===== src/rtl/osd_dem_uart_pkg.sv =====
// Shared definitions for the UART character-stream DEM arbiter.
// Latency: n/a (constants and types only).
// Backpressure: n/a.
package osd_dem_uart_pkg;

    localparam logic [7:0] ASCII_LF = 8'h0A;

    typedef enum logic {
        ST_IDLE   = 1'b0,
        ST_LOCKED = 1'b1
    } arb_state_t;

endpackage


===== src/rtl/osd_rr_pick.sv =====
// Round-robin picker: first set request searching upward from (last+1) mod N.
// Latency: purely combinational, zero cycles.
// Backpressure: none; caller decides when the winner is consumed.
module osd_rr_pick #(
    parameter int N = 4,
    parameter int W = (N > 1) ? $clog2(N) : 1
) (
    input  logic [N-1:0] req,
    input  logic [W-1:0] last,
    output logic [W-1:0] winner
);

    logic         w_found;
    logic [W-1:0] w_idx;

    // Scan the N candidates in priority order starting just after last.
    always_comb begin
        winner  = '0;
        w_found = 1'b0;
        w_idx   = '0;
        for (int i = 1; i <= N; i++) begin
            w_idx = W'((int'(last) + i) % N);
            if (!w_found && req[w_idx]) begin
                winner  = w_idx;
                w_found = 1'b1;
            end
        end
    end

endmodule


===== src/rtl/osd_dem_uart_arbiter.sv =====
// Line-granular round-robin merge of N UART character sources onto one stream.
// Latency: 1 cycle to grant from IDLE; characters pass through combinationally once locked.
// Backpressure: out_ready goes straight to the granted source; a stalled sink never times out the lock.
module osd_dem_uart_arbiter
    import osd_dem_uart_pkg::*;
#(
    parameter int N       = 4,
    parameter int TIMEOUT = 255
) (
    input  logic                                 clk,
    input  logic                                 rst,
    input  logic [N-1:0]                         req_valid,
    input  logic [8*N-1:0]                       req_char,
    output logic [N-1:0]                         req_ready,
    output logic                                 out_valid,
    output logic [7:0]                           out_char,
    input  logic                                 out_ready,
    output logic [((N > 1) ? $clog2(N) : 1)-1:0] out_src
);

    localparam int W  = (N > 1) ? $clog2(N) : 1;
    localparam int CW = $clog2(TIMEOUT + 1);

    arb_state_t    r_state;
    logic [W-1:0]  r_grant;
    logic [W-1:0]  r_last;
    logic [CW-1:0] r_cnt;

    logic [W-1:0]  w_winner;
    logic          w_locked;
    logic          w_src_vld;
    logic [7:0]    w_src_char;
    logic          w_xfer;
    logic          w_is_lf;
    logic          w_expired;

    osd_rr_pick #(
        .N (N),
        .W (W)
    ) u_pick (
        .req    (req_valid),
        .last   (r_last),
        .winner (w_winner)
    );

    // Reset masks the lock immediately so nothing transfers in the reset cycle.
    assign w_locked   = (r_state == ST_LOCKED) && !rst;
    assign w_src_vld  = req_valid[r_grant];
    assign w_src_char = req_char[{r_grant, 3'b000} +: 8];
    assign w_xfer     = w_locked && w_src_vld && out_ready;
    assign w_is_lf    = (w_src_char == ASCII_LF);
    assign w_expired  = (r_cnt == CW'(TIMEOUT));

    assign out_valid  = w_locked && w_src_vld;
    assign out_char   = w_src_char;
    assign out_src    = rst ? '0 : r_grant;

    // Only the granted source sees the downstream ready; everyone else holds.
    always_comb begin
        req_ready = '0;
        if (w_locked) begin
            req_ready[r_grant] = out_ready;
        end
    end

    // Grant/lock FSM with the idle-timeout counter; LF or timeout releases the line.
    always_ff @(posedge clk) begin
        if (rst) begin
            r_state <= ST_IDLE;
            r_grant <= '0;
            r_last  <= W'(N - 1);
            r_cnt   <= '0;
        end else begin
            case (r_state)
                ST_IDLE: begin
                    if (|req_valid) begin
                        r_grant <= w_winner;
                        r_state <= ST_LOCKED;
                        r_cnt   <= '0;
                    end
                end
                ST_LOCKED: begin
                    if (w_xfer && w_is_lf) begin
                        r_state <= ST_IDLE;
                        r_last  <= r_grant;
                        r_cnt   <= '0;
                    end else if (w_xfer) begin
                        r_cnt   <= '0;
                    end else if (w_expired) begin
                        r_state <= ST_IDLE;
                        r_last  <= r_grant;
                        r_cnt   <= '0;
                    end else if (!w_src_vld) begin
                        // Back-pressured characters do not count as idle.
                        r_cnt   <= r_cnt + 1'b1;
                    end
                end
                default: r_state <= ST_IDLE;
            endcase
        end
    end

endmodule


===== config.mk =====
export PLATFORM = sky130hd
export DESIGN_NAME = osd_dem_uart_arbiter
export DESIGN_NICKNAME = d
export VERILOG_FILES = /design/src/rtl/osd_dem_uart_pkg.sv /design/src/rtl/osd_rr_pick.sv /design/src/rtl/osd_dem_uart_arbiter.sv
export SDC_FILE = /design/constraint.sdc
export NUM_CORES = 1
export LEC_CHECK = 0
export ABC_AREA = 1
export BUFFER_PORTS_ARGS = -buffer_cell sky130_fd_sc_hd__buf_4
export CAP_MARGIN = 20
export CELL_PAD_IN_SITES_DETAIL_PLACEMENT = 1
export CELL_PAD_IN_SITES_GLOBAL_PLACEMENT = 2
export CORE_UTILIZATION = 20
export CTS_CLUSTER_DIAMETER = 80
export CTS_CLUSTER_SIZE = 30
export DETAILED_ROUTE_END_ITERATION = 16
export GPL_TIMING_DRIVEN = 0
export MAX_ROUTING_LAYER = met4
export PLACE_DENSITY = 0.76
export SYNTH_ARGS = -nofsm -noshare
export SYNTH_HDL_FRONTEND = slang
export SYNTH_SLANG_ARGS = --single-unit

===== constraint.sdc =====
create_clock -name clk -period 1.55 [get_ports clk]
set_input_delay 0.155 -clock clk [delete_from_list [all_inputs] [get_ports clk]]
set_output_delay 0.155 -clock clk [all_outputs]
set_load 0.005 [all_outputs]

### Word level (Yosys, flattened, before mapping)

Index checks and enable logic that the tools add are counted.

| cells by class | value |
|---|---|
| add/sub/neg operators | 5 |
| order comparisons | 6 |
| equality and inequality tests | 5 |
| shifts and indexed selects | 1 |
| mux-type cells | 35 |
| bitwise gates (word level) | 2 |
| reduce and logical (&&, ||, !) cells | 17 |

Operators by type and width:

| cell | count |
|---|---|
| $mux W8 | 5 |
| $shiftx A32 B6 Y8 | 1 |
| $mux W2 | 8 |
| $pmux W8 S2 | 1 |
| $lt A2 B3 Y1 const B | 5 |
| $mux W1 | 13 |
| $bmux W1 S2 | 5 |
| $add A8 B1 Y8 const B | 1 |
| $eq A8 B4 Y1 const B | 1 |
| $eq A8 B8 Y1 const B | 1 |
| $logic_and A1 B1 Y1 | 8 |
| $ne A5 B2 Y1 const B | 1 |
| $add A2 B1 Y2 const B | 2 |
| $add A2 B2 Y2 const B | 2 |
| $and A4 B4 Y4 | 1 |
| $logic_not A1 Y1 | 4 |
| $mux W4 | 1 |
| $reduce_and A2 Y1 | 2 |
| $reduce_or A4 Y1 | 1 |
| $reduce_and A3 Y1 | 1 |
| $demux W1 S2 | 1 |
| $ge A2 B1 Y1 const B | 1 |
| $ne A2 B1 Y1 const B | 1 |
| $ne A2 B2 Y1 const B | 1 |
| 3 further kinds | 3 |

| storage, ports and cells | value |
|---|---|
| bits in registers | 13 |
| input bits | 39 |
| output and inout bits | 15 |
| logic and storage cells | 75 |

### Logic depth before layout (Yosys ltp)

| logic depth | value |
|---|---|
| word-level depth | 13 |
| depth in mapped cells | 14 |
| depth with buffers taken out | 12 |

### By module

Synthesis repeated with hierarchy kept, for this count alone.

| unflattened totals | value |
|---|---|
| cell total of the unflattened synthesis | 237 |
| area, all modules | 1335.0 um^2 |

Modules (own cells, without submodules):

| module | times used | cells an instance | area each (um^2) | seq. area each (um^2) |
|---|---|---|---|---|
| osd_dem_uart_arbiter | 1 | 190 | 1087.3 | 260.2 |
| osd_rr_pick | 1 | 47 | 247.7 | 0.0 |

### Worst setup path before layout

Ideal clock, no wire load.

| timing path | value |
|---|---|
| kind | reg-to-reg |
| start point | reg r_cnt[0] |
| end point | reg r_cnt[3] |
| library setup time | 0.109 ns |
| arrival time | 1.361 ns |
| data required time | 1.441 ns |
| slack | 0.080 ns |
| cell stages (with the launch flop) | 10 |
| buffers on the path | 0 |
| period minus slack after synthesis | 1.470 ns |
| cells stage by stage | dfxtp_1 ha_1 nand3_1 or2_2 nand3_2 nand2_2 nand3_2 nand2_1 nand2_1 inv_1 |

| between the ends | value |
|---|---|
| longest elaborated chain between the ends | 6 |
| elaborated cells between the ends (all ways) | 9 |
| classes of those cells | 1 x add/sub; 2 x eq/ne; 5 x mux; 1 x reduce/logical |

Ends and longest elaborated chain:

| what | RTL line | source |
|---|---|---|
| start, declared | osd_dem_uart_arbiter.sv:27 | `logic [CW-1:0] r_cnt;` |
| start signal, assigned | osd_dem_uart_arbiter.sv:95 | `r_cnt <= r_cnt + 1'b1;` |
| $add A8 B1 Y8 | osd_dem_uart_arbiter.sv:95 |  |
| $mux W8 | osd_dem_uart_arbiter.sv:93 | `end else if (!w_src_vld) begin` |
| $mux W8 | osd_dem_uart_arbiter.sv:89 | `end else if (w_expired) begin` |
| $mux W8 | osd_dem_uart_arbiter.sv:87 | `end else if (w_xfer) begin` |
| $mux W8 | osd_dem_uart_arbiter.sv:83 | `if (w_xfer && w_is_lf) begin` |
| $pmux W8 S2 | osd_dem_uart_arbiter.sv:74 | `case (r_state)` |

Several ways; a longest one is shown, not always the timed one. The select of a mux whose other input is x is not followed.
A chain may end at the register's enable or synchronous reset.

### Final worst setup path

| timing path | value |
|---|---|
| start point | reg r_grant[0] |
| end point | reg r_last[0] |

| between the ends | value |
|---|---|
| longest elaborated chain between the ends | 7 |
| elaborated cells between the ends (all ways) | 13 |
| classes of those cells | 2 x eq/ne; 1 x shift; 5 x mux; 5 x reduce/logical |

Ends and longest elaborated chain:

| what | RTL line | source |
|---|---|---|
| start, declared | osd_dem_uart_arbiter.sv:25 | `logic [W-1:0] r_grant;` |
| start signal, assigned | osd_dem_uart_arbiter.sv:77 | `r_grant <= w_winner;` |
| parallel branches: the longest is 7 deep, another holds $shiftx A32 B6 Y8 | n/a |  |
| end signal, assigned | osd_dem_uart_arbiter.sv:71 | `r_last <= W'(N - 1);` |
| end signal, assigned | osd_dem_uart_arbiter.sv:85 | `r_last <= r_grant;` |
| end signal, assigned | osd_dem_uart_arbiter.sv:91 | `r_last <= r_grant;` |
| end, declared | osd_dem_uart_arbiter.sv:26 | `logic [W-1:0] r_last;` |

Several ways; the timed one is not identified. The select of a mux whose other input is x is not followed.

==> metrics <==
Layout area overhead=63.7%; Buffers on Ports=53; Crit-path slowest cell=dfxtp_2; list of most frequent post-synthesis cells=nand2_1 (72), inv_1 (34), nand3_1 (30), nor2_1 (25), dfxtp_1 (13); internal power=0.753 mW; wire length per cell after detailed routing=12.6 µm; CP endpoint kind=flop; Top FF cell, synth=dfxtp_1; synthesized flop and latch total=13; Pwr Density=521 nW/µm²; Setup WS pre-CTS=-0.151 ns; most frequent CP cell=nand2_2; fin worst setup slack=-0.0125 ns; # setup viols final=3; DR pass1 iterations=3; Pleak=1.13 nW; most frequent cell after synthesis=nand2_1; syn_nets=277; Data arrival, critical path=1.74 ns; initial antenna violation count=0; yosys warns=0; CTS max path bufs=2; Post-Syn Area=1320 µm²; vias in the first global route=1,698; CTS tree=done; xor/xnor share of the synthesized area=0.0265; Filler cells=833; Setup crit start kind=flop; HPWL after detailed placement=3730 µm; failing checks=negative setup slack; post-synth top area cell=nand2_1; antenna fix cells=0; Die Y=83.3 µm; share of layout cells above drive strength 1=0.434; crit path kind=flop to flop; max_slew headroom=0.806; minimum clock period after layout=1.56 ns; Detailed Route Iter0 Violations=34; Max Clock Freq=0.640 GHz; Syn Inst Count=237; Synth top area share=0.205; Initial Util=0.208; main area contributors after synthesis=nand2_1 (20%), dfxtp_1 (20%), nand3_1 (11%); clock edge transition at the registers on the reported setup and hold paths=0.06 ns; VDD IR max=0.220 mV; Clk Latency, worst-skew pair=0.24 ns; routability cong.=0.763; grt ovf=0; crit-path max cell delay=0.33 ns; die width=83.3 µm; largest net degree at the start of global routing=11; final count of pins violating max slew=0; Min Hold Slack=0.132 ns; Num CTS Buffers=3; number of vias per cell=4.40; fin crit share=1.01; RSZ-0062 raised after global routing=yes; post-synthesis sequential area ratio=0.197; root buffer cell=clkbuf_8; multiplexer area fraction after synthesis=0; Post-Synth Simple-Gate Area=0.526; CTS H-tree depth=1; Post-synth EDFFs=0; Async SR Flop Fraction=0; Clock Sinks=13; Clk pwr share=0.272; crit path cell chain=buf_8, inv_8, buf_8, nand2_2, nand2_1, nand2_1, nand2_2, nor2_1, nand2_1, nor2_2, nand2_2, nand2_2, nand2_2, nand3_2; GRT Resource Usage Total=0.139; Net Switching=0.375 mW; hold crit path type=primary input to flop; NumNets Final=345; I/O pin total=54; Critical Path Fanout Max=7; Net Sw Frac=0.333; syn_area_per_cell=5.57 µm²; first-pass GRT wire length=7850 µm; # rows=29; DRC Markers=0; status=finished with violations; clock skew=0.00578 ns; Combinational Power Share=0.415; post-synthesis adder-cell area fraction=0.00947; Max-Cap Viols=0; sequential power share=0.314; Tightest Pin Transition=0.291 ns; compound-cell area share of the yosys netlist=0.0881; Distinct cells, synth=28; drt total wl=4790 µm; Hold Fails Final Rpt=0; DIE AREA=6940 µm²; CP required=1.73 ns; cts hold-fix bufs=0; largest family of logic cells by synthesized area=simple AND/OR/NAND/NOR gates; Vias=1,678; DRT antenna net count=0; core area=6350 µm²
==> layer usage <==
layer | wire length, µm | track usage | part of all wire | vias up
met5 | 0 | - | 0 | -
met4 | 21 | 0.0235 | 0.0044 | 0
met3 | 163 | 0.00994 | 0.034 | 2
met2 | 2360 | 0.250 | 0.49 | 40
met1 | 2250 | 0.171 | 0.47 | 749
li1 | - | - | - | 887
==> area by class of cell <==
cell class | count | area (µm²) | area share
multi-input combinational | 180 | 1030 | 0.475
timing repair buffer | 63 | 490 | 0.227
sequential | 13 | 270 | 0.125
inverter | 37 | 149 | 0.0688
tap | 77 | 96.3 | 0.0445
buffer | 7 | 83.8 | 0.0388
clock buffer | 4 | 45.0 | 0.0208
==> worst paths after layout <==
| path | startpoint | endpoint | slack [ns] | cells past startpoint |
|---|---|---|---|---|
| setup / recovery | r_grant[0]$_SDFFE_PP0P_ | r_last[0]$_SDFFE_PP1P_ | -0.01 | 14 |
| hold / removal | rst | r_cnt[6]$_SDFFE_PP0P_ | 0.13 | 2 |
| setup reg to reg | r_grant[0]$_SDFFE_PP0P_ | r_last[0]$_SDFFE_PP1P_ | -0.01 | 14 |
| hold reg to reg | r_cnt[1]$_SDFFE_PP0P_ | r_cnt[1]$_SDFFE_PP0P_ | 0.48 | 2 |
==> flip-flops by register name (all words and copies together), names as in the netlist <==
name	flops
r_cnt	8
r_grant	2
r_last	2
r_state	1
==> worst max-delay path: cells and delay by family, from the launching register on <==
| family | cells | cell delay [ns] |
|---|---|---|
| and+or+nand+nor | 11 | 0.84 |
| buffers and inverters | 3 | 0.31 |
| DFF | 1 | 0.33 |
==> per-stage QoR <==
step	area, µm²	power (mW)	cells	util	TNS (ns)
after detailed placement	1820	0.743	367	0.286	-0.953
after floorplan	1320	0.553	237	-	0
after global routing	2160	1.20	381	0.341	-0.777
after global placement	1820	0.742	367	0.286	-0.959
final	2160	1.13	381	0.341	-0.0184
after CTS	1980	1.10	376	0.313	-0.0102
==> kinds of logic after synthesis <==
| family | count (synthesis) |
|---|---|
| fa+ha+maj | 1 |
| simple gates | 153 |
| compound gates | 22 |
| buf+inv | 44 |
| xor+xnor | 4 |
| flops | 13 |
==> repair_timing <==
action                     in CTS  in global routing
setup buffers                   5                  4
setup endpoints to repair      16                 24
cloned                          0                  1
pin swaps                       5                 16
gates resized for setup        24                 41
==> power groups by stage <==
stage	clock [mW]	combinational (mW)	sequential (mW)
after CTS	0.312	0.433	0.353
after global placement	0	0.383	0.359
after floorplan	0	0.196	0.357
after global routing	0.331	0.516	0.355
after detailed placement	0	0.384	0.359
final	0.306	0.468	0.354
==> layout by cell type (no fill, tap or decap), types with 3 or more instances in the layout <==
| cell | instances |
|---|---|
| clkbuf_8 | 3 |
| xor2_1 | 3 |
| buf_6 | 3 |
| buf_4 | 62 |
| nor2_1 | 16 |
| dfxtp_1 | 7 |
| nand3_2 | 8 |
| nor2_4 | 5 |
| o21ai_1 | 11 |
| buf_8 | 3 |
| nand2_2 | 16 |
| o21ai_0 | 4 |
| dfxtp_2 | 5 |
| a21oi_1 | 3 |
| nand4_1 | 5 |
| nor2_2 | 9 |
| nand3_1 | 22 |
| nand2_1 | 61 |
| inv_1 | 33 |
Power figures use the tool's default switching activity.
